[src/rtl/serial_sub_pkg.sv]
// Shared types and helpers for the digit-serial subtractor.
package serial_sub_pkg;

  // Operation phases: waiting for operands, walking the digits, holding the result.
  typedef enum logic [1:0] {
    IDLE = 2'd0,
    CALC = 2'd1,
    DONE = 2'd2
  } sub_state_e;

  // Width of a counter that must hold 0..n-1; never narrower than one bit.
  function automatic int cnt_width(input int n);
    return (n > 1) ? $clog2(n) : 1;
  endfunction

endpackage

[src/rtl/serial_subtractor_digit.sv]
// One DIGIT_W-bit slice of the borrow chain: d = x - y - bi, purely combinational.
module digit_subtractor #(
  parameter int DIGIT_W = 2
) (
  input  logic [DIGIT_W-1:0] x,
  input  logic [DIGIT_W-1:0] y,
  input  logic               bi,
  output logic [DIGIT_W-1:0] d,
  output logic               bo,
  output logic               bmsb
);

  logic [DIGIT_W:0] full;

  // Extra top bit of the widened difference is the borrow out of this digit.
  always_comb begin
    full = {1'b0, x} - {1'b0, y} - {{DIGIT_W{1'b0}}, bi};
    d    = full[DIGIT_W-1:0];
    bo   = full[DIGIT_W];
    // The top result bit is x ^ y ^ borrow_in at that position, so the
    // borrow into the top bit can be recovered without a second subtractor.
    bmsb = x[DIGIT_W-1] ^ y[DIGIT_W-1] ^ full[DIGIT_W-1];
  end

endmodule

[src/rtl/serial_subtractor.sv]
// Digit-serial subtractor: diff = a - b - bin, one DIGIT_W-bit digit per cycle,
// LSB digit first. Optional signed overflow output enabled by SERIAL_SUB_SIGNED_EN.
//
// Handshake: a transfer happens on a rising edge where valid && ready are both 1.
// in_ready is 1 only in IDLE; out_valid is 1 only in DONE. The producer holds
// a/b/bin while in_valid waits for in_ready; diff/bout(/ovf) stay stable while
// out_valid waits for out_ready. There is no same-cycle return/accept bypass.
module serial_subtractor
  import serial_sub_pkg::*;
#(
  parameter int WIDTH   = 8,
  parameter int DIGIT_W = 2
) (
  input  logic             clk,
  input  logic             rst_n,
  input  logic             in_valid,
  output logic             in_ready,
  input  logic [WIDTH-1:0] a,
  input  logic [WIDTH-1:0] b,
  input  logic             bin,
  output logic             out_valid,
  input  logic             out_ready,
  output logic [WIDTH-1:0] diff,
  output logic             bout,
  output sub_state_e       state_dbg
`ifdef SERIAL_SUB_SIGNED_EN
  ,
  output logic             ovf
`endif
);

  localparam int NUM_DIG = WIDTH / DIGIT_W;
  localparam int CNT_W   = cnt_width(NUM_DIG);

  generate
    if ((WIDTH % DIGIT_W) != 0) begin : g_bad_digit
      $error("serial_subtractor: WIDTH must be a multiple of DIGIT_W");
    end
  endgenerate

  sub_state_e         state, state_nx;
  logic [CNT_W-1:0]   cnt;
  logic [WIDTH-1:0]   a_sh, b_sh, res_sh, res_next;
  logic               borrow;
  logic               accept, last_dig;
  logic [DIGIT_W-1:0] dig;
  logic               dig_bo;
`ifdef SERIAL_SUB_SIGNED_EN
  logic               dig_bmsb;
`else
  logic               bmsb_unused;
`endif

  assign in_ready  = (state == IDLE);
  assign out_valid = (state == DONE);
  assign state_dbg = state;
  assign accept    = in_valid && in_ready;
  assign last_dig  = (state == CALC) && (cnt == CNT_W'(NUM_DIG - 1));

  // New digit enters at the MSB end so after NUM_DIG shifts it is fully aligned.
  assign res_next  = (res_sh >> DIGIT_W) | (WIDTH'(dig) << (WIDTH - DIGIT_W));

  digit_subtractor #(.DIGIT_W(DIGIT_W)) u_digit (
    .x    (a_sh[DIGIT_W-1:0]),
    .y    (b_sh[DIGIT_W-1:0]),
    .bi   (borrow),
    .d    (dig),
    .bo   (dig_bo),
`ifdef SERIAL_SUB_SIGNED_EN
    .bmsb (dig_bmsb)
`else
    .bmsb (bmsb_unused)
`endif
  );

  // State register; reset aborts any operation in flight.
  always_ff @(posedge clk or negedge rst_n) begin
    if (!rst_n) state <= IDLE;
    else        state <= state_nx;
  end

  // Next-state: accept -> walk NUM_DIG digits -> hold until consumed.
  always_comb begin
    state_nx = state;
    case (state)
      IDLE:    if (accept)    state_nx = CALC;
      CALC:    if (last_dig)  state_nx = DONE;
      DONE:    if (out_ready) state_nx = IDLE;
      default:                state_nx = IDLE;
    endcase
  end

  // Datapath: capture operands, shift one digit per CALC cycle, publish on the last digit.
  always_ff @(posedge clk or negedge rst_n) begin
    if (!rst_n) begin
      a_sh   <= '0;
      b_sh   <= '0;
      res_sh <= '0;
      borrow <= 1'b0;
      cnt    <= '0;
      diff   <= '0;
      bout   <= 1'b0;
`ifdef SERIAL_SUB_SIGNED_EN
      ovf    <= 1'b0;
`endif
    end else begin
      case (state)
        IDLE: begin
          if (accept) begin
            a_sh   <= a;
            b_sh   <= b;
            borrow <= bin;
            cnt    <= '0;
          end
        end
        CALC: begin
          a_sh   <= a_sh >> DIGIT_W;
          b_sh   <= b_sh >> DIGIT_W;
          res_sh <= res_next;
          borrow <= dig_bo;
          cnt    <= cnt + 1'b1;
          if (last_dig) begin
            diff <= res_next;
            bout <= dig_bo;
`ifdef SERIAL_SUB_SIGNED_EN
            ovf  <= dig_bmsb ^ dig_bo;
`endif
          end
        end
        default: ;
      endcase
    end
  end

endmodule

[config.mk]
export PLATFORM = sky130hd
export DESIGN_NAME = serial_subtractor
export DESIGN_NICKNAME = d
export VERILOG_FILES = /design/src/rtl/serial_sub_pkg.sv /design/src/rtl/serial_subtractor_digit.sv /design/src/rtl/serial_subtractor.sv
export SDC_FILE = /design/constraint.sdc
export NUM_CORES = 1
export LEC_CHECK = 0
export ABC_AREA = 1
export BUFFER_PORTS_ARGS = -buffer_cell sky130_fd_sc_hd__buf_2
export CORE_UTILIZATION = 40
export DETAILED_ROUTE_END_ITERATION = 8
export HOLD_SLACK_MARGIN = 0.03
export SLEW_MARGIN = 40
export SYNTH_ARGS = -nofsm -noshare
export SYNTH_HDL_FRONTEND = slang
export SYNTH_SLANG_ARGS = --single-unit
[constraint.sdc]
create_clock -name clk -period 3.68 [get_ports clk]
set_clock_uncertainty 0.1 [all_clocks]
set_input_delay 0.184 -clock clk [delete_from_list [all_inputs] [get_ports clk]]
set_output_delay 0.184 -clock clk [all_outputs]
set_load 0.02 [all_outputs]
## Word-level counts from Yosys, hierarchy flattened

Cells that the tools add are included.

| storage, ports and cells | value |
|---|---|
| logic and storage cells | 37 |
| register bits | 38 |
| bits of input ports | 21 |

| cells by class | value |
|---|---|
| bitwise gates (word level) | 1 |
| add/sub/neg operators | 3 |
| eq/ne operators | 6 |
| multiplexer cells | 12 |
| reductions and logical operators | 7 |

Operator list:

| kind | number |
|---|---|
| $pmux W8 S2 | 2 |
| $mux W8 | 2 |
| $mux W2 | 4 |
| $or A6 B8 Y8 | 1 |
| $pmux W2 S3 | 1 |
| $eq A2 B2 Y1 const B | 2 |
| $ne A2 B1 Y1 const B | 2 |
| $pmux W2 S2 | 1 |
| $reduce_and A2 Y1 | 2 |
| $reduce_and A3 Y1 | 1 |
| $sub A2 B2 Y3 | 1 |
| $sub A3 B1 Y3 | 1 |
| $add A2 B1 Y2 const B | 1 |
| $eq A2 B1 Y1 const B | 1 |
| $logic_and A1 B1 Y1 | 2 |
| $logic_not A2 Y1 | 1 |
| $ne A2 B2 Y1 const B | 1 |
| $pmux W1 S2 | 1 |
| $reduce_bool A2 Y1 | 1 |
| $mux W1 | 1 |

## Longest topological paths before layout

Gate-level depths: netlist (run 1).

| depth | value |
|---|---|
| depth in word-level cells | 4 |
| gate-level depth with buffers | 8 |
| gate-level depth less buffers | 8 |

## By module

From an unflattened synthesis (run 1), not the netlist that was laid out.

| unflattened totals | value |
|---|---|
| cells, all modules | 215 |
| area total of the unflattened synthesis | 1793.0 sq um |

Modules (own cells, without submodules):

| module | cells each | area an instance (sq um) | instances | sequential area each (sq um) |
|---|---|---|---|---|
| serial_subtractor | 200 | 1700.4 | 1 | 900.9 |
| digit_subtractor | 15 | 92.6 | 1 | 0.0 |

## Worst setup path after synthesis (run 1)

OpenSTA, ideal clock, no wires.

| path | value |
|---|---|
| kind | reg-to-reg |
| start point | reg a_sh[0] |
| end point | reg diff[7] |
| data required time | 3497 ps |
| stages on the path, launching flop included | 5 |
| library setup time | 83 ps |
| path buffers | 0 |
| arrival | 1398 ps |
| path slack | 2099 ps |
| cells stage by stage | dfrtp_1 -> fa_1 -> inv_1 -> fa_1 -> o21ai_0 |

| on the way | value |
|---|---|
| cells in the longest elaborated chain, start to end | 3 |

Ends and longest elaborated chain:

| item | RTL line | source |
|---|---|---|
| from (decl) | serial_subtractor.sv:43 | `logic [WIDTH-1:0] a_sh, b_sh, res_sh, res_next;` |
| from (signal assigned) | serial_subtractor.sv:117 | `a_sh <= a_sh >> DIGIT_W;` |
| $sub A2 B2 Y3 | serial_subtractor_digit.sv:17 | `full = {1'b0, x} - {1'b0, y} - {{DIGIT_W{1'b0}}, bi};` |
| $sub A3 B1 Y3 | serial_subtractor_digit.sv:17 |  |
| $or A6 B8 Y8 | serial_subtractor.sv:61 | `assign res_next = (res_sh >> DIGIT_W) \| (WIDTH'(dig) << (WIDTH - DIGIT_W));` |
| to (signal assigned) | serial_subtractor.sv:123 | `diff <= res_next;` |
| to (decl) | serial_subtractor.sv:23 | `output logic [WIDTH-1:0] diff,` |

No other way between the ends.
A chain may end at the register's enable or synchronous reset.

## Worst setup path in the final report (run 1)

| path | value |
|---|---|
| start point | reg state[0] (netlist: state_dbg[0]) |
| end point | out in_ready |

| on the way | value |
|---|---|
| cells in the longest elaborated chain, start to end | 1 |

Ends and longest elaborated chain:

| item | RTL line | source |
|---|---|---|
| from (decl) | serial_subtractor.sv:41 | `sub_state_e state, state_nx;` |
| from (signal assigned) | serial_subtractor.sv:79 | `else state <= state_nx;` |
| $logic_not A2 Y1 | serial_subtractor.sv:54 | `assign in_ready = (state == IDLE);` |
| to (decl) | serial_subtractor.sv:17 | `output logic in_ready,` |

No other way between the ends.

==> results.txt, run 1 <==
----------------------------------------------------
[Outcome]
  Run status ... complete, no violations

[Global route]
  GRT Overall Usage ... 0.153
  Via count of the first global-routing pass ... about 1400
  Global-route wire length before repair ... 5.88 mm
  Pin count of the biggest net entering global routing ... 42
  Initial antenna violation count ... 0
  Remaining global-route overflow ... 0

[Yosys]
  Synthesized-area fraction occupied by ao, oa, aoi and oai cells ... 0.0633
  Async set or reset register ratio after synthesis ... 1.00
  Main flop type after synthesis ... sky130_fd_sc_hd__dfrtp_1
  Mux cell area share after synthesis ... 0
  Number of distinct standard cells referenced by the synthesized netlist ... 21
  Parity-gate share of the synthesized area counting xor and xnor cells ... 0
  Post-Synthesis Net Count ... 229
  Most frequent cells after synthesis ... sky130_fd_sc_hd__nand2_1 (62), sky130_fd_sc_hd__dfrtp_1 (36), sky130_fd_sc_hd__inv_1 (36)
  Sequential cell area fraction in the yosys report ... 0.495
  Warnings, synthesis ... 0
  Mapped Cells ... 205
  Post-Synth Adder-Cell Area ... 0.0289
  Biggest area consumer among synthesized cells ... sky130_fd_sc_hd__dfrtp_1
  Flip-flop and latch count after synthesis ... 36
  Dominant combinational cell family by area after synthesis ... simple AND/OR/NAND/NOR gates
  Most used standard cell by instance count after synthesis ... sky130_fd_sc_hd__nand2_1
  Fraction of synthesized cell area taken by the top area cell type ... 0.495
  Synth Area in Simple Gates ... 0.286
  Synth top area cells ... sky130_fd_sc_hd__dfrtp_1 (50%), sky130_fd_sc_hd__nand2_1 (13%), sky130_fd_sc_hd__inv_1 (7.4%)
  Mean instance size in the synthesized netlist ... 8.87 um^2
  EDFF count, synth ... 0
  Cell Area, Synth ... 1820 um^2

[Timing]
  Final critical-path share of the clock period ... 0.471
  Count of endpoints failing setup in the final report ... 0
  Worst slew margin ... 0.491
  Final total negative setup slack ... 0 ps
  Setup repair after global routing missed its margin ... false
  Slew at the pin closest to its max-slew limit ... 763 ps
  Setup ws final ... 1950 ps
  Final max-slew violation count ... 0
  Number of failing hold endpoints at the final stage ... 0
  Fin crit period ... 1730 ps
  Peak clock frequency supported by timing ... 577 MHz

[Critical path]
  Worst setup path category ... reg -> out
  Worst path arrival time ... 1450 ps
  CP max FO ... 21
  Worst Path Required ... between 3000 and 4000 ps
  CP startpoint kind ... flip-flop
  Worst Setup End Kind ... output port

[Drt]
  Wirelength per Cell ... 11.1 um
  First-pass iteration count of the detailed router ... 4
  Post-detailed-routing wire length ... 3.29 mm
  Violation count after the first detailed-routing iteration ... between 50 and 60
  Via/cell ratio ... between 4 and 5
  Final ANT Viol Nets ... 0
  Via count ... 1361
  Post-route DRC ... 0

[Clock network]
  Count of clock tree sinks ... 36
  Clock tree root buffer cell ... sky130_fd_sc_hd__clkbuf_8
  Latest clock arrival within the worst-skew pair ... approximately 280 ps
  CTS tree ... done
  Post-CTS resize count ... 0
  Clock transition at path regs ... roughly 70 ps
  Max Root-Sink Buffers ... 2
  Number of buffers added by the clock tree synthesis step ... 5
  CTS H-tree depth ... 2

[Pwr]
  VDD IR max ... 0.262 mV
  P per Cell Area ... 872 nW/um^2
  Cell leakage power ... 1.17 nW
  Total Power Consumption ... 1.85 mW

[Floorplanning]
  Standard cell core area ... about 4400 um^2
  Die Outline Area ... about 4800 um^2
  Die span in x ... 69.4 um
  Initial standard-cell utilization of the core ... 0.418
  Die boundary height ... 69.4 um
  I/O pin count ... 34
  Count of standard-cell rows ... 24

[Finish]
  Layout cells sized above 1 ... 0.230
  Combined area of the multi-input logic cells ... 688 um^2
  Final cell area excluding filler cells ... 2120 um^2
  Growth of design area from synthesis to finish ... 16.4%
  Number of nets in the final layout ... roughly 270
  Sequential cell area ... 901 um^2
  Number of antenna cells inserted ... 0
  Count of filler cells inserted in the layout ... 441

[Run]
  Number of violations of the max-capacitance limit ... 0

[Placement]
  Post-place instance area ... roughly 2000 um^2
  Buffers on Ports ... 33
  HPWL after DPL ... 2.10 mm
  GP Congestion ... 0.701
  Worst slack after detailed placement ... 1950 ps

[Worst hold path]
  Worst hold-check path type ... in -> reg

----------------------------------------------------
critical path, stage by stage, from the launching register on:
cell	delay [ps]
sky130_fd_sc_hd__dfrtp_1	840
sky130_fd_sc_hd__nor2_1	130
sky130_fd_sc_hd__buf_2	190
layout by cell type, fill, tap and decap left out, drive strengths merged:
master | Yosys | layout
dlygate4sd3 | 0 | 6
dfrtp | 36 | 36
clkinvlp | 0 | 1
o22ai | 1 | 1
inv | 37 | 37
nand3 | 29 | 29
fa | 2 | 2
a21oi | 1 | 1
clkbuf | 0 | 7
nand2 | 66 | 66
o21ai | 17 | 17
buf | 9 | 33
ha | 1 | 1
o31ai | 1 | 1
nor2 | 5 | 5
power by group:
part,total (mW),switching [mW],internal [mW],leakage (nW)
Sequential,0.713,0.134,0.579,0.450
Clock,0.292,0.140,0.152,0.0445
Combinational,0.840,0.542,0.299,0.674
Total,1.85,0.815,1.03,1.17
timing repair:
action,CTS,global route
endpoints found under the hold margin,41,0
setup buffers,0,0
hold buffers,6,0
final cells by class:
cell class	count	area share
clock buffer	7	0.0408
clock inverter	1	0.00355
inverter	37	0.0668
multi-input combinational	123	0.325
sequential	36	0.426
tap	52	0.0307
timing repair buffer	39	0.108
final timing paths:
check                             start  depth (start not counted)  endpoint  slack [ps]
setup / recovery           state_dbg[0]                          2  in_ready        1950
hold / removal                     b[2]                          5   b_sh[2]         110
setup reg to reg           state_dbg[0]                          5   diff[7]        1960
hold reg to reg                 diff[1]                          2   diff[1]         370
max in group asynchronous         rst_n                          2   a_sh[6]        2850
min in group asynchronous         rst_n                          2   diff[4]         300
registers in the layout, indices dropped and copies added, names as in the netlist:
name,cells
a_sh,8
diff,8
res_sh,6
b_sh,8
state_dbg,2
borrow,1
cnt,2
bout,1
routing by layer:
metal  GRT usage  share of wire
met1       0.202           0.50
met2       0.243           0.44
met3      0.0392          0.045
met4      0.0544          0.013
met5           0              0
kinds of logic (layout without fill, tap and decap cells):
kind of cell | count (synthesis) | after routing
DFF | 36 | 36
adders and majority gates | 3 | 3
AOI/OAI and AO/OA | 20 | 20
and+or+nand+nor | 100 | 100
buffers and inverters | 46 | 84
per-stage QoR:
stage | util | std cells | hold slack [ps]
global placement | 0.450 | 281 | 225
finish | 0.486 | 295 | 109
detailed placement | 0.450 | 281 | 220
CTS | 0.486 | 295 | 102
global route | 0.486 | 295 | 120
floorplan | - | 205 | -212
(Power assumes the default switching activity.)
==> run 2, diff against run 1 <==
- ABC_AREA: 1 -> 0
- clock period: 3.68 -> 1.55 ns (I/O delays scaled with it)
==> run 2 against run 1 <==
The run now ends with setup timing left. Power rose to 2.6 times the previous value. Via count down 2.9%. Final cell count down 15%. Hold slack worse by 75 ps. Largest cell class unchanged.
==> results.txt, run 2 <==
----------------------------------------------------
[Timing]
  Fin crit period ... around 1600 ps
  Setup ws final ... -14.5 ps
  Hold slack ... 34.2 ps
  Final max-slew violation count ... 0
  Peak clock frequency supported by timing ... 639 MHz
  Count of endpoints failing setup in the final report ... 2
  Final critical-path share of the clock period ... 1.01
  Final total negative setup slack ... -23.4 ps
  Setup repair after global routing missed its margin ... true
  Number of failing hold endpoints at the final stage ... 0
  Slew at the pin closest to its max-slew limit ... 442 ps
  Worst slew margin ... 0.706

[Global route]
  GRT Overall Usage ... 0.182
  Global-route wire length before repair ... 5.95 mm
  Via count of the first global-routing pass ... approximately 1300
  Pin count of the biggest net entering global routing ... 23
  Initial antenna violation count ... 0
  Remaining global-route overflow ... 0

[Clock network]
  CTS H-tree depth ... 2
  Number of buffers added by the clock tree synthesis step ... 5
  Clock tree root buffer cell ... sky130_fd_sc_hd__clkbuf_8
  Count of clock tree sinks ... 36
  Clock transition at path regs ... 80 ps
  Post-CTS setup buffer count ... 0
  Max Root-Sink Buffers ... 2
  CTS tree ... done
  Latest clock arrival within the worst-skew pair ... 290 ps

[Yosys]
  Number of distinct standard cells referenced by the synthesized netlist ... 24
  Synth top area cells ... sky130_fd_sc_hd__dfrtp_1 (53%), sky130_fd_sc_hd__mux2_4 (8.8%), sky130_fd_sc_hd__nor3_1 (7.0%)
  Flip-flop and latch count after synthesis ... 36
  Async set or reset register ratio after synthesis ... 1.00
  Post-Synthesis Net Count ... about 170
  Fraction of synthesized cell area taken by the top area cell type ... 0.527
  Sequential cell area fraction in the yosys report ... 0.527
  Mapped Cells ... around 150
  Warnings, synthesis ... 0
  Most used standard cell by instance count after synthesis ... sky130_fd_sc_hd__dfrtp_1
  Cell Area, Synth ... roughly 1700 um^2
  Most frequent cells after synthesis ... sky130_fd_sc_hd__dfrtp_1 (36), sky130_fd_sc_hd__nor3_1 (24), sky130_fd_sc_hd__o21ai_0 (14)
  Biggest area consumer among synthesized cells ... sky130_fd_sc_hd__dfrtp_1
  Mean instance size in the synthesized netlist ... approximately 12 um^2
  Main flop type after synthesis ... sky130_fd_sc_hd__dfrtp_1
  EDFF count, synth ... 0

[Finish]
  Number of antenna cells inserted ... 0
  Layout cells sized above 1 ... 0.366
  Growth of design area from synthesis to finish ... 29.0%
  Share of the core filled with cells ... 0.543
  Top library cells by usage in the layout, fill and taps aside ... sky130_fd_sc_hd__dfrtp_1 (35), sky130_fd_sc_hd__buf_2 (33), sky130_fd_sc_hd__nor3_1 (24)
  Largest registers ... a_sh (8), b_sh (8), diff (8)
  Number of nets in the final layout ... around 230
  Commonest non-fill, non-tap cell in the layout ... sky130_fd_sc_hd__dfrtp_1

[Drt]
  Via/cell ratio ... roughly 5.2
  Via count ... 1321
  DR WL met2 ... 1.71 mm
  DRT met1 WL ... 1.66 mm
  First-pass iteration count of the detailed router ... 4
  Post-detailed-routing wire length ... 3.55 mm
  Wirelength per Cell ... 14.1 um
  Violation count after the first detailed-routing iteration ... 74
  Topmost layer with routed signal wires ... met4
  Wire length on met3 ... between 100 and 150 um
  Post-route DRC ... 0
  Final ANT Viol Nets ... 0

[Outcome]
  Run status ... finished, violations left
  Violations in the final reports ... setup timing

[Critical path]
  Worst r2r path cells ... 5
  Worst R2R Start ... borrow
  Worst Setup End Kind ... flip-flop
  CP startpoint kind ... flip-flop
  Beginning of the critical path ... borrow
  Worst setup path category ... reg -> reg
  Worst path arrival time ... 1690 ps
  Worst Path Required ... roughly 1700 ps
  CP max FO ... 2

[Worst hold path]
  Min-delay src ... a[5]
  Number of instances on the worst hold path ... 3
  Worst hold-check path type ... in -> reg

[Floorplanning]
  Initial standard-cell utilization of the core ... 0.421
  Count of standard-cell rows ... 23
  I/O pin count ... 34
  Die boundary height ... 67.3 um
  Die Outline Area ... 4540 um^2
  Die span in x ... 67.3 um
  Standard cell core area ... 4060 um^2

[Run]
  Number of violations of the max-capacitance limit ... 0

[Placement]
  Buffers on Ports ... 33
  HPWL after DPL ... 2.43 mm
  GP Congestion ... approximately 0.75

[Pwr]
  Total Power Consumption ... between 4 and 5 mW
  Sequential Power Share ... 0.359
  P per Cell Area ... 2210 nW/um^2
  Switching power ... 1.80 mW
  Share of total power in the clock network ... 0.184
  Cell leakage power ... 1.03 nW
  Sw Share ... 0.369
  Logic pwr share ... 0.457
  VDD IR max ... between 0.7 and 0.8 mV
  Total internal power ... ~3.1 mW

----------------------------------------------------
-- run 2: cell count changes after synthesis, moves of 3 or more --
| cell | delta |
|---|---|
| sky130_fd_sc_hd__mux2_4 | +10 |
| sky130_fd_sc_hd__mux2_2 | +3 |
| sky130_fd_sc_hd__o32ai_1 | +5 |
| sky130_fd_sc_hd__nand2_1 | -56 |
| sky130_fd_sc_hd__nand2_8 | -3 |
| sky130_fd_sc_hd__nor2_1 | +4 |
| sky130_fd_sc_hd__buf_6 | +3 |
| sky130_fd_sc_hd__o22ai_1 | +12 |
| sky130_fd_sc_hd__nor3_1 | +24 |
| sky130_fd_sc_hd__nand3_2 | -9 |
| sky130_fd_sc_hd__inv_1 | -30 |
| sky130_fd_sc_hd__nand3_1 | -20 |
-- run 2: cell type report --
class                      instances  area, um^2
multi-input combinational         94         688
timing repair buffer              57         395
tap                               50        62.6
clock buffer                       7        96.3
clock inverter                     1        30.0
sequential                        36         902
inverter                           7        28.8
fill                             351        1850
-- run 2: kinds of logic after synthesis --
| kind of cell | count (synthesis) | synth area share |
|---|---|---|
| simple gates | 44 | 0.137 |
| flops | 36 | 0.527 |
| compound gates | 33 | 0.119 |
| buf+inv | 18 | 0.0725 |
| mux | 14 | 0.114 |
| fa+ha+maj | 3 | 0.0308 |
-- run 2: repair_timing --
| action | CTS | global route |
|---|---|---|
| endpoints found under the setup margin | 3 | 6 |
| pin swaps | 4 | 2 |
| cloned | 0 | 0 |
| hold buffers | 15 | 0 |
| resized for setup | 3 | 4 |
| endpoints found under the hold margin | 50 | 0 |
-- run 2: stage by stage --
step / instances / instance area (um^2) / setup WS (ps)
finish: 252 / 2200 / -14.5
global route: 252 / 2200 / -76.4
CTS: 252 / 2200 / -47.0
detailed placement: 229 / 1920 / -65.7
global placement: 229 / 1920 / -25.0
floorplan: 148 / 1710 / -9.37
-- run 2: power groups by stage --
stage	combinational [mW]	sequential [mW]	clock, mW
finish	2.22	1.75	0.898
global route	2.47	1.82	0.965
CTS	2.24	1.75	0.922
detailed placement	2.20	1.76	0
global placement	2.12	1.74	0
floorplan	1.61	1.84	0
-- run 2: final timing paths --
path                        endpoint  slack, ps
min                          a_sh[5]         30
max in group asynchronous  res_sh[4]        720
min reg2reg                  diff[7]        390
max                          diff[7]        -10
min in group asynchronous    a_sh[2]        160
max reg2reg                  diff[7]        -10
-- run 2: worst max-delay path, cell delays in order, from the launching register on --
cell and delay, ps:
sky130_fd_sc_hd__dfrtp_1 360, sky130_fd_sc_hd__inv_2 50, sky130_fd_sc_hd__fa_2 370, sky130_fd_sc_hd__inv_2 60, sky130_fd_sc_hd__fa_2 430, sky130_fd_sc_hd__o21ai_1 130
-- run 2: layer usage --
layer | up-vias | global-route usage
li1 | 637 | -
met1 | 643 | 0.231
met2 | 35 | 0.289
met3 | 6 | 0.0574
met4 | 0 | 0.0718
met5 | - | 0
